File: config.mk
export PLATFORM = sky130hd
export DESIGN_NAME = snax_alu_csr_ctrl
export DESIGN_NICKNAME = d
export VERILOG_FILES = /design/src/rtl/snax_alu_csr_pkg.sv /design/src/rtl/snax_alu_csr_counter.sv /design/src/rtl/snax_alu_csr_ctrl.sv
export SDC_FILE = /design/constraint.sdc
export NUM_CORES = 1
export LEC_CHECK = 0
export ABC_AREA = 0
export CORE_MARGIN = 3
export CORE_UTILIZATION = 40
export DETAILED_ROUTE_END_ITERATION = 7
export GPL_ROUTABILITY_DRIVEN = 0
export PLACE_DENSITY = 0.74
export RECOVER_POWER = 25
export REMOVE_ABC_BUFFERS = 1
export SLEW_MARGIN = 10
export SYNTH_ARGS = -nofsm -noshare
export SYNTH_HDL_FRONTEND = slang
export SYNTH_SLANG_ARGS = --single-unit
File: constraint.sdc
create_clock -name clk_i -period 3 [get_ports clk_i]
set_input_delay 0.6 -clock clk_i [delete_from_list [all_inputs] [get_ports clk_i]]
set_output_delay 0.6 -clock clk_i [all_outputs]
set_load 0.05 [all_outputs]
File: src/rtl/snax_alu_csr_pkg.sv
`default_nettype none
// ============================================================================
// Module   : snax_alu_csr_pkg
// Purpose  : Shared register indices, bit positions and controller state type
//            for the SNAX ALU CSR controller.
// Revision : 1.0 - initial release
// ============================================================================
package snax_alu_csr_pkg;

    // Read/write CSR indices
    localparam int unsigned RW_OPCODE  = 0;
    localparam int unsigned RW_LENGTH  = 1;
    localparam int unsigned RW_CONTROL = 2;

    // Read-only CSR indices
    localparam int unsigned RO_STATUS  = 0;
    localparam int unsigned RO_PERF    = 1;
    localparam int unsigned RO_OUTPUTS = 2;
    localparam int unsigned RO_JOBS    = 3;

    // Control register bit positions
    localparam int unsigned CTRL_START = 0;

    // Status register bit positions
    localparam int unsigned STAT_BUSY  = 0;
    localparam int unsigned STAT_DONE  = 1;
    localparam int unsigned STAT_ERR   = 2;

    // Controller state
    typedef enum logic {
        IDLE = 1'b0,
        BUSY = 1'b1
    } ctrl_state_e;

endpackage
`default_nettype wire

File: src/rtl/snax_alu_csr_counter.sv
`default_nettype none
// ============================================================================
// Module   : snax_alu_csr_counter
// Purpose  : Clearable up-counter with optional saturation at all-ones.
//            Clear has priority over enable.
// Revision : 1.0 - initial release
// ============================================================================
module snax_alu_csr_counter #(
    parameter int unsigned Width    = 32,
    parameter bit          Saturate = 1'b0
) (
    input  logic             clk_i,
    input  logic             rst_ni,
    input  logic             clr_i,
    input  logic             en_i,
    output logic [Width-1:0] count_o
);

    logic [Width-1:0] count_d;
    logic [Width-1:0] count_q;

    // Next count: clear wins, otherwise increment unless pinned at all-ones
    always_comb begin
        count_d = count_q;
        if (clr_i) begin
            count_d = '0;
        end else if (en_i) begin
            if (!(Saturate && (&count_q))) begin
                count_d = count_q + {{(Width-1){1'b0}}, 1'b1};
            end
        end
    end

    // Count register
    always_ff @(posedge clk_i or negedge rst_ni) begin
        if (!rst_ni) begin
            count_q <= '0;
        end else begin
            count_q <= count_d;
        end
    end

    assign count_o = count_q;

endmodule
`default_nettype wire

File: src/rtl/snax_alu_csr_ctrl.sv
`default_nettype none
// ============================================================================
// Module   : snax_alu_csr_ctrl
// Purpose  : CSR control/status block for the SNAX ALU accelerator. Latches
//            configuration, sequences IDLE/BUSY, counts outputs and cycles,
//            flags illegal opcodes and pulses done on job completion.
// Revision : 1.0 - initial release
// ============================================================================
module snax_alu_csr_ctrl
    import snax_alu_csr_pkg::*;
#(
    parameter int unsigned RegRWCount   = 3,
    parameter int unsigned RegROCount   = 4,
    parameter int unsigned RegDataWidth = 32,
    parameter int unsigned NumOps       = 4,
    parameter int unsigned OpWidth      = $clog2(NumOps)
) (
    input  logic                                    clk_i,
    input  logic                                    rst_ni,
    input  logic [RegRWCount-1:0][RegDataWidth-1:0] csr_reg_set_i,
    input  logic                                    csr_reg_set_valid_i,
    output logic                                    csr_reg_set_ready_o,
    output logic [RegROCount-1:0][RegDataWidth-1:0] csr_reg_ro_set_o,
    input  logic                                    acc_output_success_i,
    output logic                                    acc_ready_o,
    output logic                                    acc_busy_o,
    output logic                                    acc_done_o,
    output logic [OpWidth-1:0]                      csr_alu_config_o
);

    ctrl_state_e                             state_q, state_d;
    logic [RegRWCount-1:0][RegDataWidth-1:0] rw_q, rw_d;
    logic                                    done_flag_q, done_flag_d;
    logic                                    err_q, err_d;
    logic                                    done_pulse_q, done_pulse_d;

    logic                    accept;
    logic                    start_req;
    logic                    op_legal;
    logic                    len_zero;
    logic                    start_go;
    logic                    complete;
    logic [RegDataWidth:0]   out_cnt_inc;
    logic [RegDataWidth-1:0] perf_cnt;
    logic [RegDataWidth-1:0] out_cnt;
    logic [RegDataWidth-1:0] job_cnt;

    assign accept    = csr_reg_set_valid_i && csr_reg_set_ready_o;
    assign start_req = csr_reg_set_i[RW_CONTROL][CTRL_START];
    // Legality uses the full register so that high garbage bits cannot alias a legal op
    assign op_legal  = csr_reg_set_i[RW_OPCODE] < RegDataWidth'(NumOps);
    assign len_zero  = (csr_reg_set_i[RW_LENGTH] == '0);
    assign start_go  = accept && start_req && op_legal;

    // One extra bit so that a length of all-ones can still be reached
    assign out_cnt_inc = {1'b0, out_cnt} + {{RegDataWidth{1'b0}}, 1'b1};
    assign complete    = (state_q == BUSY) && acc_output_success_i
                         && (out_cnt_inc == {1'b0, rw_q[RW_LENGTH]});

    // Next-state, shadow-register and status-flag logic
    always_comb begin
        state_d      = state_q;
        rw_d         = rw_q;
        done_flag_d  = done_flag_q;
        err_d        = err_q;
        done_pulse_d = 1'b0;
        if (accept) begin
            rw_d = csr_reg_set_i;
            if (op_legal) begin
                err_d = 1'b0;
            end
            if (start_req) begin
                if (!op_legal) begin
                    err_d = 1'b1;
                end else if (len_zero) begin
                    done_flag_d  = 1'b1;
                    done_pulse_d = 1'b1;
                end else begin
                    state_d     = BUSY;
                    done_flag_d = 1'b0;
                end
            end
        end
        if (complete) begin
            state_d      = IDLE;
            done_flag_d  = 1'b1;
            done_pulse_d = 1'b1;
        end
    end

    // Controller state and registered flags
    always_ff @(posedge clk_i or negedge rst_ni) begin
        if (!rst_ni) begin
            state_q      <= IDLE;
            rw_q         <= '0;
            done_flag_q  <= 1'b0;
            err_q        <= 1'b0;
            done_pulse_q <= 1'b0;
        end else begin
            state_q      <= state_d;
            rw_q         <= rw_d;
            done_flag_q  <= done_flag_d;
            err_q        <= err_d;
            done_pulse_q <= done_pulse_d;
        end
    end

    snax_alu_csr_counter #(
        .Width    (RegDataWidth),
        .Saturate (1'b1)
    ) i_perf_cnt (
        .clk_i   (clk_i),
        .rst_ni  (rst_ni),
        .clr_i   (start_go),
        .en_i    (state_q == BUSY),
        .count_o (perf_cnt)
    );

    snax_alu_csr_counter #(
        .Width    (RegDataWidth),
        .Saturate (1'b0)
    ) i_out_cnt (
        .clk_i   (clk_i),
        .rst_ni  (rst_ni),
        .clr_i   (start_go),
        .en_i    ((state_q == BUSY) && acc_output_success_i),
        .count_o (out_cnt)
    );

    snax_alu_csr_counter #(
        .Width    (RegDataWidth),
        .Saturate (1'b0)
    ) i_job_cnt (
        .clk_i   (clk_i),
        .rst_ni  (rst_ni),
        .clr_i   (1'b0),
        .en_i    (complete || (start_go && len_zero)),
        .count_o (job_cnt)
    );

    assign csr_reg_set_ready_o = (state_q == IDLE);
    assign acc_ready_o         = (state_q == BUSY);
    assign acc_busy_o          = (state_q == BUSY);
    assign acc_done_o          = done_pulse_q;
    assign csr_alu_config_o    = rw_q[RW_OPCODE][OpWidth-1:0];

    // Read-only register view; unused indices read as zero
    always_comb begin
        csr_reg_ro_set_o                        = '0;
        csr_reg_ro_set_o[RO_STATUS][STAT_BUSY]  = (state_q == BUSY);
        csr_reg_ro_set_o[RO_STATUS][STAT_DONE]  = done_flag_q;
        csr_reg_ro_set_o[RO_STATUS][STAT_ERR]   = err_q;
        csr_reg_ro_set_o[RO_PERF]               = perf_cnt;
        csr_reg_ro_set_o[RO_OUTPUTS]            = out_cnt;
        csr_reg_ro_set_o[RO_JOBS]               = job_cnt;
    end

endmodule
`default_nettype wire

# == After elaboration in Yosys (flattened, before gate mapping) ==
# Index checks and enable logic that the tools add are counted.
# W data, S select, Z words.
# classes
addsub,4
n_eq_ne,3
n_lt_le_gt_ge,1
muxes,22
n_bitwise,1
reduce_logical,17
# op_table
op,n
$mux W32,5
$add A32 B1 Y32 const B,3
$add A32 B1 Y33 const B,1
$eq A33 B32 Y1,1
$logic_not A32 Y1,1
$lt A32 B3 Y1 const B,1
$reduce_and A32 Y1,1
$mux W1,17
$reduce_bool A2 Y1,5
$logic_and A1 B1 Y1,6
$reduce_and A4 Y1,1
$reduce_and A3 Y1,1
$ne A2 B1 Y1 const B,1
$ne A2 B2 Y1 const B,1
$reduce_and A2 Y1,1
$logic_or A1 B1 Y1,1
$not A1 Y1,1
# totals
output_inout_bits,134
ff_bits,134

# == Logic depth before layout (Yosys ltp) ==
# logic_depth
ltp_word,6
depth_mapped,11
ltp_nobuf,10

# == Hierarchy ==
# Synthesis repeated with hierarchy kept, for this count alone.
# hier_totals
cells_unflattened,864
area_unflattened_um2,8145.3
# by_module_without_submodules
module,area_per_inst_um2,n_inst,cells_per_inst,seq_area_each_um2
snax_alu_csr_counter (i_job_cnt ...),1680.4,2,176,800.8
snax_alu_csr_ctrl,2977.9,1,309,950.9
snax_alu_csr_counter (i_perf_cnt),1806.7,1,203,800.8

# == Worst setup path after synthesis ==
# OpenSTA, ideal clock, no wires.
# synth_timing
kind,register -> register
from,"reg i_out_cnt.count_q[0], in the netlist i_out_cnt.count_o[0]"
to,"reg i_job_cnt.count_q[10], in the netlist i_job_cnt.count_o[10]"
path_stages_with_launch,12
setup_time_ns,0.142
setup_slack_ns,-0.575
arrival_time_ns,3.432
synth_period_minus_slack_ns,3.575
path_cell_list,dfrtp_1 > ha_1 > nand3_2 > nor3_4 > nand4_1 > mux2_2 > or3_1 > or4_4 > o31ai_4 > buf_6 > nand4_1 > xnor2_1
# synth_between
elab_chain_cells,4
# synth_lines
item,line_no,source
"start, declared",snax_alu_csr_counter.sv:20,logic [Width-1:0] count_q;
"start signal, assigned",snax_alu_csr_counter.sv:39,count_q <= count_d;
$add A32 B1 Y33,snax_alu_csr_ctrl.sv:56,"assign out_cnt_inc = {1'b0, out_cnt} + {{RegDataWidth{1'b0}}, 1'b1};"
$eq A33 B32 Y1,snax_alu_csr_ctrl.sv:58,"&& (out_cnt_inc == {1'b0, rw_q[RW_LENGTH]});"
$logic_and A1 B1 Y1,snax_alu_csr_ctrl.sv:58,
$logic_or A1 B1 Y1,snax_alu_csr_ctrl.sv:137,".en_i (complete || (start_go && len_zero)),"
"end signal, assigned",snax_alu_csr_counter.sv:39,
"end, declared",snax_alu_csr_counter.sv:20,
# No other way between the ends.
# A chain may end at the register's enable or synchronous reset.

# == Worst setup path in the final report ==
# layout_timing
from,"reg i_out_cnt.count_q[7], in the netlist i_out_cnt.count_o[7]"
to,"reg i_job_cnt.count_q[17], in the netlist i_job_cnt.count_o[17]"
# Same word-level chain as after synthesis.

==> impl_metrics.csv <==
group,metric,value,unit
run_status,status,"finished with violations",
run_status,violations,"setup timing",
global_routing,grt_overflow,0,
layout,stdcell_count,1344,
drt,first_iter_violations,389,
clock_network,root_buffer,"clkbuf_16",
clock_network,hold_buffers,0,
clock_network,cts.clk_slew.worst_paths,60,ps
floorplan,design.die.area,20500,um^2
placed_design,dp_hpwl,16.0,mm
drt,routed_wl,22.0,mm
global_routing,grt_max_degree,51,
worst_setup_path,cp.arrival,3510,ps
synth,ys_ff_latch,134,
timing,fin_crit_sh,107,%
clock_network,cts_sinks,134,
clock_network,tritoncts,"built",
timing,tightest_slew,1320,ps
hold_path,holdPathStages,1,
placed_design,numPortBuffers,173,
drt,avgRoutedWirePerCell,16.4,um
timing,fin_ws,-213,ps
worst_setup_path,worst-path-buf-inv,4,
layout,postLayoutCellArea,10800,um^2
layout,area_growth,43.8,%
worst_setup_path,r2r-end,"i_job_cnt.count_o[17]",
timing,slew_headroom,12.2,%
timing,drv_slew,0,
worst_setup_path,r2r_cells,12,
hold_path,whs_endpoint,"i_job_cnt.count_o[31]",
synth,syn_inst,847,
hold_path,hold_path_startpoint,"i_job_cnt.count_o[31]",
global_routing,grt_pass1_wl,34.4,mm
synth,synth_cell_types,53,
global_routing,grt_pass1_vias,6924,
synth,synth_top_area_share,44.5,%
timing,setup_tns,-5080,ps
pwr,total_leakage_power,4.77,nW
timing,fmax,311,MHz
drt,ant_nets,0,
floorplan,die_height,143,um
worst_setup_path,critPathMaxStageDelay,620,ps
drt,vias_per_cell,5.18,
worst_setup_path,crit_fanout,15,
synth,synth_flop_cell,"dfrtp_1",
timing,period_minus_slack,3210,ps
drt,drtPass1Iterations,5,
placed_design,place_inst,1293,
worst_setup_path,r2r-start,"i_out_cnt.count_o[7]",
worst_setup_path,rrSetupSlack,-210,ps
global_routing,track_usage,21.0,%
placed_design,placed_area,9920,um^2
floorplan,rows,49,
run,maxCapViolations,0,
hold_path,hold_class,"register to register",
clock_network,clock_path_buffers,2,
synth,ys_seq_area_share,44.5,%
synth,yosys_warnings,0,
floorplan,fp.dieW,143,um
timing,fin_worst_skew,11.6,ps
floorplan,core_area,18200,um^2
layout,fillers,1519,
worst_setup_path,slowest_stage,"or4b_2",
clock_network,clk_latency,420,ps
synth,synth_area,7530,um^2
synth,synth_edf_count,0,
pwr,ir_drop,2.08,mV
layout,num_antenna_cells,0,
drt,vias,6957,
synth,synth_area_leaders,"dfrtp_1 45%, xnor2_1 9.4%, nand2_1 8.2%",
pwr,power,12.9,mW
clock_network,ctsHtreeMaxLevel,4,
floorplan,ios,234,
pwr,powerDensity,1190,nW/um^2
timing,rsz0062_at_grt,"yes",
timing,finalHoldViolCount,0,
worst_setup_path,worstPathRequired,3290,ps
global_routing,antenna_found_initial,1,
worst_setup_path,path_class,"register to register",
synth,ys_async_sr_fraction,100,%
drt,drcViolationCount,0,
layout,nets,1205,
worst_setup_path,cp-start-kind,"register",
synth,syn_avg_cell_area,8.89,um^2
worst_setup_path,cp-end-kind,"register",
worst_setup_path,crit_family,"simple AND/OR/NAND/NOR gates",
floorplan,initial_core_util,41.3,%
worst_setup_path,crit_chain,"buf_6 > buf_4 > xnor2_1 > or4b_2 > nand3_2 > nand2_1 > or4_4 > o31ai_4 > buf_4 > clkbuf_16 > nand3_1 > xnor2_1",
synth,yosys.area.top_type,"dfrtp_1",
timing,finalSetupViolations,32,
layout,drive_gt1_share,16.2,%
clock_network,numCtsBuffers,17,
## worst max-delay path by stage
| stage | cells past startpoint | start | to |
|---|---|---|---|
| after global routing | 11 | i_out_cnt.count_o[16] | i_job_cnt.count_o[1] |
| after floorplan | 5 | acc_busy_o | i_job_cnt.count_o[1] |
| after global placement | 10 | i_out_cnt.count_o[0] | i_job_cnt.count_o[1] |
| after detailed placement | 10 | i_out_cnt.count_o[1] | i_job_cnt.count_o[1] |
| final | 12 | i_out_cnt.count_o[7] | i_job_cnt.count_o[17] |
| after CTS | 10 | i_out_cnt.count_o[10] | i_job_cnt.count_o[1] |
## through the flow
step	hold slack, ps	setup slack (ps)	util (%)
2_1_floorplan	304	-1850	-
6_report	469	-213	59.4
5_1_grt	513	-279	59.4
3_3_place_gp	459	-186	54.5
4_1_cts	140	-207	57.7
3_5_place_dp	469	-231	54.5
## per-layer routing
layer / global-route usage (%) / vias up / part of all wire [%]
li1: - / 3325 / -
met1: 25.6 / 3347 / 42
met2: 36.0 / 243 / 50
met3: 6.16 / 40 / 6.4
met4: 6.60 / 2 / 2.3
met5: 0 / - / 0.059
## power by group
part	internal, mW	total, mW	leakage (nW)	switching [mW]
Combinational	3.52	8.27	2.87	4.75
Sequential	2.29	2.54	1.64	0.257
Clock	1.23	2.07	0.261	0.839
## placed cells by master (no fill, tap or decap), types with 5 or more instances in the layout
cell type	instances
a21oi_1	14
and3_1	23
buf_4	103
clkinvlp_4	7
clkbuf_16	19
xor2_1	48
clkdlybuf4s50_1	172
nor4_1	21
xnor2_1	80
dfrtp_1	131
conb_1	29
and4_1	5
or3_1	12
nand3_1	37
nand4_1	43
o21ai_0	15
inv_1	9
nand2_1	163
nor2_1	81
nor3_1	15
## timing repair
item                       4_1_cts  5_1_grt
gates cloned                     0        2
pin swaps                        1       21
buffers inserted                 0       17
gates resized for setup          2       30
setup endpoints to repair       35       44
## worst reg2reg max path: stages (launching register included)
cell and delay [ps]:
dfrtp_2 450, buf_6 140, buf_4 140, xnor2_1 190
or4b_2 620, nand3_2 130, nand2_1 60, or4_4 500
o31ai_4 280, buf_4 180, clkbuf_16 170, nand3_1 100
xnor2_1 170
## area by class of cell
| type | instances | area (um^2) | area share, % |
|---|---|---|---|
| clock buffers | 18 | 429 | 3.96 |
| flip-flops and latches | 134 | 3360 | 31.0 |
| well taps | 229 | 287 | 2.65 |
| clock inverters | 14 | 153 | 1.41 |
| inverters | 9 | 33.8 | 0.312 |
| repair buffers | 283 | 2610 | 24.1 |
| multi-input cells | 657 | 3960 | 36.6 |
## logic make-up (layout without fill, tap and decap cells)
group / count (synthesis) / after routing / synth area share, %
other: 1 / 29 / 0.0498
multiplexers: 7 / 7 / 0.981
AO/OA/AOI/OAI: 43 / 43 / 3.54
adder cells (fa/ha/maj): 3 / 3 / 0.499
flip-flops: 134 / 134 / 44.5
XOR/XNOR: 129 / 129 / 15.0
buffers and inverters: 84 / 324 / 6.40
AND/OR/NAND/NOR: 446 / 446 / 29.0
## synthesized netlist by cell type, drive strengths merged, types with 15 or more instances
master and instances:
nand2 164, o21ai 15, nor4 26, dfrtp 134, nor3 19, nand3 40, xor2 48, xnor2 81
buf 48, nor2 83, clkbuf 27, nand4 45, and3 24
## state kept, by name, summed over array words and instances (netlist names)
| name | cells |
|---|---|
| acc_busy_o | 1 |
| i_job_cnt.count_o | 32 |
| i_out_cnt.count_o | 32 |
| rw_q | 32 |
| acc_done_o | 1 |
| done_flag_q | 1 |
| err_q | 1 |
| i_perf_cnt.count_o | 32 |
| csr_alu_config_o | 2 |
Note: power is estimated with default switching activity, not from simulation.
